## src/rtl/video_symbol_rx.sv

```systemverilog
// BT.656 luma-symbol receiver: timing-code parser, luma averager, bin slicer and BEGIN/END framer.
// Define VIDEO_SYM_GRAY_EN to Gray-code the emitted data symbols.
module video_symbol_rx #(
    parameter int DATA_W     = 4,
    parameter int OSR_LOG2   = 2,
    parameter int LUMA_BASE  = 65,
    parameter int LUMA_STEP  = 10,
    parameter int NUM_LEVELS = 12
) (
    input  logic              clkin,
    input  logic              rst,
    input  logic [7:0]        td_in,
    output logic [DATA_W-1:0] sym_out,
    output logic              sym_valid,
    output logic              frame_active,
    output logic              sym_err,
    output logic              line_start
);
    localparam int ACC_W = 8 + OSR_LOG2;
    localparam int CNT_W = (OSR_LOG2 > 0) ? OSR_LOG2 : 1;
    localparam logic [CNT_W-1:0] CNT_LAST  = CNT_W'((1 << OSR_LOG2) - 1);
    localparam logic [7:0]       BASE8     = 8'(LUMA_BASE);
    localparam logic [7:0]       STEP8     = 8'(LUMA_STEP);
    localparam logic [7:0]       IDX_BEGIN = 8'(NUM_LEVELS);
    localparam logic [7:0]       IDX_END   = 8'(NUM_LEVELS + 1);

    typedef enum logic [1:0] {P_HUNT, P_FF, P_Z1, P_Z2} pstate_t;
    typedef enum logic {F_WAIT, F_FRAME} fstate_t;

    pstate_t          pstate_q, pstate_d;
    logic             active_q, active_d;
    logic             phase_q, phase_d;
    logic [ACC_W-1:0] acc_q, acc_d;
    logic [CNT_W-1:0] cnt_q, cnt_d;
    logic             grp_vld_q, grp_vld_d;
    logic [ACC_W-1:0] grp_sum_q, grp_sum_d;
    logic             perr0_q, perr0_d;
    logic             perr1_q;
    logic             line_start_q, line_start_d;
    logic             s1_vld_q, s1_err_q, s1_err_d;
    logic [7:0]       s1_idx_q, s1_idx_d;
    logic [7:0]       avg, diff;
    logic [DATA_W-1:0] sym_code;

    fstate_t           fstate_q;
    logic [DATA_W-1:0] sym_out_q;
    logic              sym_valid_q, sym_err_q, frame_active_q;

    // Parser and accumulator; timing-code words (including an aborting word) are never sampled.
    always_comb begin
        pstate_d     = pstate_q;
        active_d     = active_q;
        phase_d      = phase_q;
        acc_d        = acc_q;
        cnt_d        = cnt_q;
        grp_vld_d    = 1'b0;
        grp_sum_d    = grp_sum_q;
        perr0_d      = 1'b0;
        line_start_d = 1'b0;
        case (pstate_q)
            P_HUNT: begin
                if (td_in == 8'hFF) begin
                    pstate_d = P_FF;
                end else if (active_q) begin
                    phase_d = ~phase_q;
                    if (phase_q) begin
                        if (cnt_q == CNT_LAST) begin
                            grp_vld_d = 1'b1;
                            grp_sum_d = acc_q + ACC_W'(td_in);
                            acc_d     = '0;
                            cnt_d     = '0;
                        end else begin
                            acc_d = acc_q + ACC_W'(td_in);
                            cnt_d = cnt_q + CNT_W'(1);
                        end
                    end
                end
            end
            P_FF, P_Z1: begin
                if (td_in == 8'h00) begin
                    pstate_d = (pstate_q == P_FF) ? P_Z1 : P_Z2;
                end else begin
                    pstate_d = P_HUNT;
                    perr0_d  = 1'b1;
                end
            end
            default: begin
                pstate_d = P_HUNT;
                acc_d    = '0;
                cnt_d    = '0;
                phase_d  = 1'b0;
                if (!td_in[4] && !td_in[5]) begin
                    active_d     = 1'b1;
                    line_start_d = 1'b1;
                end else begin
                    active_d = 1'b0;
                end
            end
        endcase
    end

    always_comb begin
        avg      = grp_sum_q[ACC_W-1:OSR_LOG2];
        diff     = avg - BASE8;
        s1_idx_d = diff / STEP8;
        s1_err_d = (avg < BASE8) || (s1_idx_d > IDX_END);
    end

`ifdef VIDEO_SYM_GRAY_EN
    assign sym_code = s1_idx_q[DATA_W-1:0] ^ (s1_idx_q[DATA_W-1:0] >> 1);
`else
    assign sym_code = s1_idx_q[DATA_W-1:0];
`endif

    always_ff @(posedge clkin) begin
        if (rst) begin
            pstate_q     <= P_HUNT;
            active_q     <= 1'b0;
            phase_q      <= 1'b0;
            acc_q        <= '0;
            cnt_q        <= '0;
            grp_vld_q    <= 1'b0;
            grp_sum_q    <= '0;
            perr0_q      <= 1'b0;
            perr1_q      <= 1'b0;
            line_start_q <= 1'b0;
            s1_vld_q     <= 1'b0;
            s1_err_q     <= 1'b0;
            s1_idx_q     <= '0;
        end else begin
            pstate_q     <= pstate_d;
            active_q     <= active_d;
            phase_q      <= phase_d;
            acc_q        <= acc_d;
            cnt_q        <= cnt_d;
            grp_vld_q    <= grp_vld_d;
            grp_sum_q    <= grp_sum_d;
            perr0_q      <= perr0_d;
            perr1_q      <= perr0_q;
            line_start_q <= line_start_d;
            s1_vld_q     <= grp_vld_q;
            s1_err_q     <= s1_err_d;
            s1_idx_q     <= s1_idx_d;
        end
    end

    // Framer: parser aborts are delayed to the same latency as slicer results, so strobes never collide.
    always_ff @(posedge clkin) begin
        if (rst) begin
            fstate_q       <= F_WAIT;
            sym_out_q      <= '0;
            sym_valid_q    <= 1'b0;
            sym_err_q      <= 1'b0;
            frame_active_q <= 1'b0;
        end else begin
            sym_valid_q <= 1'b0;
            sym_err_q   <= perr1_q;
            if (s1_vld_q) begin
                if (s1_err_q) begin
                    sym_err_q <= 1'b1;
                end else begin
                    case (fstate_q)
                        F_WAIT: begin
                            if (s1_idx_q == IDX_BEGIN) begin
                                fstate_q       <= F_FRAME;
                                frame_active_q <= 1'b1;
                            end
                        end
                        F_FRAME: begin
                            if (s1_idx_q == IDX_END) begin
                                fstate_q       <= F_WAIT;
                                frame_active_q <= 1'b0;
                            end else if (s1_idx_q < IDX_BEGIN) begin
                                sym_out_q   <= sym_code;
                                sym_valid_q <= 1'b1;
                            end
                        end
                        default: fstate_q <= F_WAIT;
                    endcase
                end
            end
        end
    end

    assign sym_out      = sym_out_q;
    assign sym_valid    = sym_valid_q;
    assign sym_err      = sym_err_q;
    assign frame_active = frame_active_q;
    assign line_start   = line_start_q;
endmodule

```

## config.mk

```make
export PLATFORM = sky130hd
export DESIGN_NAME = video_symbol_rx
export DESIGN_NICKNAME = d
export VERILOG_FILES = /design/src/rtl/video_symbol_rx.sv
export SDC_FILE = /design/constraint.sdc
export NUM_CORES = 1
export LEC_CHECK = 0
export BUFFER_PORTS_ARGS = -buffer_cell sky130_fd_sc_hd__buf_2
export CAP_MARGIN = 10
export CORE_UTILIZATION = 35
export CTS_CLUSTER_DIAMETER = 100
export DETAILED_ROUTE_END_ITERATION = 6
export HOLD_SLACK_MARGIN = 0.03
export PLACE_DENSITY_LB_ADDON = 0.1
export SLEW_MARGIN = 20
export SYNTH_ARGS = -nofsm -noshare
export SYNTH_HDL_FRONTEND = slang
export SYNTH_SLANG_ARGS = --single-unit
```

## constraint.sdc

```tcl
create_clock -name clkin -period 3.4 [get_ports clkin]
set_input_delay 0 -clock clkin [delete_from_list [all_inputs] [get_ports clkin]]
set_output_delay 0 -clock clkin [all_outputs]
set_load 0.03 [all_outputs]
```

; Word-level counts from Yosys, hierarchy flattened
; Cells that the tools add are included.
[totals]
ff_bits = 48
input_bits = 10
output_inout_bits = 8
wordCells = 93
[op_classes]
n_addsub = 3
n_div = 1
order_cmp = 3
eq_ne = 12
mux = 29
bitwise_logic = 9
reduce_logical = 18
[op_table]
columns = operator, n
row1 = two-way mux 10 bit, 4
row2 = one-hot mux 10 bit (2 select lines), 1
row3 = "equality test 8 x 4 -> 1 bit, second input constant", 2
row4 = two-way mux 1 bit, 13
row5 = two-way mux 2 bit, 6
row6 = adder 10 x 8 -> 10 bit, 1
row7 = "!= test 2 bit, second input constant", 5
row8 = AND reduction 5 bit, 2
row9 = OR reduction 5 bit, 2
row10 = NOT 1 bit, 9
row11 = "divider 8 x 4 -> 8 bit, second input constant", 1
row12 = "equality test 8 bit, second input constant", 1
row13 = "> comparator 8 x 4 -> 1 bit, second input constant", 1
row14 = logical NOT 8 bit, 1
row15 = "< comparator 8 x 4 -> 1 bit, second input constant", 1
row16 = "< comparator 8 x 7 -> 1 bit, second input constant", 1
row17 = one-hot mux 2 bit (2 select lines), 2
row18 = AND reduction 4 bit, 2
row19 = "subtractor 8 x 7 -> 8 bit, second input constant", 1
row20 = one-hot mux 1 bit (2 select lines), 3
row21 = "equality test 2 bit, second input constant", 2
row22 = OR reduction 2 bit, 2
row23 = OR reduction 4 bit, 1
row24 = AND reduction 3 bit, 1
row25 = 9 further kinds, 10

; Depth between registers and ports, before layout
[logic_depth]
word_depth = 6
ltp_mapped = 13
mapped_depth_nobuf = 10

; Worst setup path before layout
; No wires, ideal clock.
[synth_path]
kind = register -> register
from = register grp_sum_q[2]
to = register s1_idx_q[0]
setup_time_ns = 0.122
t_arrival_ns = 2.449
required_ns = 3.278
setup_slack_ns = 0.829
path_stages_with_launch = 13
n_path_buf = 3
synth_period_minus_slack_ns = 2.571
path_cell_list = dfxtp_1 clkbuf_1 inv_1 ha_1 buf_6 o21bai_1 a2111oi_0 a221o_1 buf_2 and3_1 a21oi_1 o311ai_1 o31ai_2
[synth_via]
elab_chain_cells = 2
[synth_rtl]
columns = element, line_no
row1 = start: declaration, 36  ; logic [ACC_W-1:0] grp_sum_q, grp_sum_d;
row2 = start signal: assignment, 137  ; grp_sum_q <= grp_sum_d;
row3 = subtractor 8 x 7 -> 8 bit, 104  ; diff = avg - BASE8;
row4 = divider 8 x 4 -> 8 bit, 105  ; s1_idx_d = diff / STEP8;
row5 = end signal: assignment, 143  ; s1_idx_q <= s1_idx_d;
row6 = end: declaration, 41  ; logic [7:0] s1_idx_q, s1_idx_d;
; Every way passes these cells.
; A chain may end at the register's enable or synchronous reset.

; Worst setup path after layout
; Ends and elaborated chain as after synthesis.

==> metrics.cfg <==
[placement]
dpl.cell_count = 441
routabilityCongestion = 0.8177
io_buffer_count = 17
hpwl_um = 4616

[sta]
period_share_pct = 86.71
finalClockSkew_ns = 0.01196
rsz0062_at_grt = false
setup_viol = 0
finalSetupTns_ns = 0
fmax_ghz = 0.3392
worst_pin_slew_ns = 0.8488
whs_ns = 0.05430
fin_crit_ns = 2.948
hold_viol = 0
drv_slew = 0
relSlewSlack_pct = 43.30

[global_routing]
grt_pass1_wl_um = 11020
grt_max_degree = 37
antenna_found_initial = 0
grt_pass1_vias = 2283
grt_remaining_overflow = 0
grtUsageTotal_pct = 16.30

[clocking]
cts_root_buf = clkbuf_8
clock_latency_ns = 0.30
cts_made_buffers = 5
cts_htree_levels = 2
clk_pin_slew_ns = 0.09
hold_buffers = 1
cts.sinks = 43
post_cts_buffers = 0
clockBufferDepth = 2
cts_resized = 0
cts_tree = done

[worst_setup_path]
cp_max_fo = 10
worstSetupPathType = register to register
cp_cell_sequence = inv_1, ha_1, nor3b_2, xor2_2, o32a_2, o31ai_4, nor2_4, o2111ai_1, nand3b_1, o31ai_2
r2r_cells = 10
slowest_delay_ns = 0.51
start_kind = register
r2r_setup_slack_ns = 0.45
end_kind = register
required_ns = 3.62
crit_buf_inv = 1
worstPathArrival_ns = 3.17
r2r_end = s1_idx_q[0]
crit_slowest_cell = nor3b_2
setup.worst_path.start = grp_sum_q[2]
crit_family = compound AO/OA/AOI/OAI gates
timing.rr.start = grp_sum_q[2]
cp_num_cells = 10
critPathCapture = s1_idx_q[0]

[final_layout]
antenna_cells = 0
area_delta_synth_final_pct = 9.937
instances_no_fill = 450
drive_gt1_share_pct = 11.78
nNetsFinal = 373

[floorplanning]
ios = 18
dieArea_mm2 = 0.008311
initial_core_util_pct = 36.01
die_x_um = 91.17
core_area_mm2 = 0.007727
die_y_um = 91.17
rows = 32

[hold_path]
worst_hold_path_type = input port to register
min_from = td_in[5]
hold_depth = 4

[synth]
synth_flop_cell = dfxtp_1
syn_nets = 366
ys_seq_area_share_pct = 30.94
async_flop_share_pct = 0
synth_area_per_cell_um2 = 8.184
ys_ff_latch = 43
synth.lib_cells_used.distinct = 63
yosysWarnings = 0
syn_inst = 340
syn_area_mm2 = 0.002783
synth_edf_count = 0

[routing]
wl_met2_um = 2975
drt-vias-per-instance = 5.333
top_layer = met4
m1WireLength_um = 3152
drt_wl_total_um = 6402
drtAntennaViolNets = 0
first_pass_iters = 6
met3_length_um = 216
wl_per_cell_um = 14.23
vias = 2400
drcViolationCount = 1
drt_iter0_drc = 132

[power]
p_per_area_mw_per_mm2 = 346.2
p_leak_uw = 0.001311
ir_drop_v = 0.0001616

[outcome]
status = finished with violations
violations = DRC

[job]
max-cap-violations = 0

## cell families after synthesis
kind of cell | share of synthesized area, %
muxes | 4.766
and+or+nand+nor | 21.67
DFF | 30.94
adders and majority gates | 7.464
AOI/OAI and AO/OA | 24.24
xor gates and xnor gates | 4.991
buffers and inverters | 5.935
## state kept, by name, indices dropped and copies added (netlist names)
name	cells
s1_err_q	1
grp_sum_q	8
s1_idx_q	5
cnt_q	2
pstate_q	2
active_q	1
phase_q	1
s1_vld_q	1
perr0_q	1
sym_out	4
sym_valid	1
acc_q	10
perr1_q	1
line_start	1
fstate_q	1
frame_active	1
sym_err	1
grp_vld_q	1
## synth_stat cells, drive strengths merged (2+ instances only)
master   count  area [um^2]
a2111oi      2        17.52
a211oi       2        15.01
a21o         2        15.01
a21oi       27        135.1
a22o         8        70.07
a31oi        6        37.54
and3         2        12.51
buf          7        52.54
clkbuf      15        60.06
dfxtp       43        860.8
ha          15        187.7
inv         14        52.55
mux2         2        22.52
mux2i       11        110.1
nand2       14        52.55
nand2b       3        18.77
nand3        3        15.01
nand3b       2        15.01
nand4       10        62.56
nor2        48        187.7
nor2b        6        37.54
nor3        15        80.08
nor3b        4        35.03
nor4         2        12.51
o211ai       3        22.52
o21a         3        22.52
o21ai       20        100.1
o21bai       4        30.03
o31ai        4        48.79
o32a         3        31.28
or3          5        31.28
xnor2        9        78.83
xor2         6        60.06
## final cells by class
type	count	area [um^2]
Fill cell	802	4668
Timing Repair Buffer	22	125.1
Multi-Input combinational cell	261	1757
Clock buffer	5	68.82
Sequential cell	43	860.8
Inverter	14	52.55
Tap cell	102	127.6
Clock inverter	3	67.56
## metal layers
layer	up-vias	GRT usage (%)
met4	0	3.968
li1	1244	-
met2	41	27.65
met5	-	0
met1	1109	21.23
met3	6	3.099
## power by group
group / total [uW] / internal, uW / switching [uW]
sequential: 516 / 511 / 5.12
clock: 477 / 293 / 184
combinational: 65.3 / 23.8 / 41.5
total: 1060 / 828 / 231
## metrics by stage
stage / utilization [%] / power (uW) / setup slack [ns] / cell area [um^2]
6_report: 39.59 / 1059 / 0.4518 / 3059
5_1_grt: 39.59 / 1111 / 0.1583 / 3059
4_1_cts: 39.59 / 1082 / 0.4175 / 3059
3_5_place_dp: 37.69 / 593.7 / 0.4369 / 2913
3_3_place_gp: 37.69 / 593.4 / 0.5871 / 2913
2_1_floorplan: - / 572.2 / 0.8285 / 2783
## worst min path at each step
stage                            end
after floorplan           line_start
after global placement    line_start
after detailed placement  line_start
after CTS                 line_start
after global routing      line_start
final                     line_start
## layout by cell type, fill, tap and decap left out, types with 8 or more instances in the layout
| cell type | count |
|---|---|
| nor3_1 | 14 |
| mux2i_1 | 11 |
| inv_1 | 14 |
| a22o_1 | 8 |
| nor2_1 | 47 |
| nand2_1 | 14 |
| buf_2 | 17 |
| nand4_1 | 10 |
| ha_1 | 15 |
| a21oi_1 | 27 |
| xnor2_1 | 9 |
| dfxtp_1 | 43 |
| o21ai_0 | 20 |
## worst min-delay path, delay by kind of cell
family / cells / cell delay (ns)
AND/OR/NAND/NOR: 3 / 0.19
buffers and inverters: 1 / 0.11
Note: power is estimated with default switching activity, not from simulation.
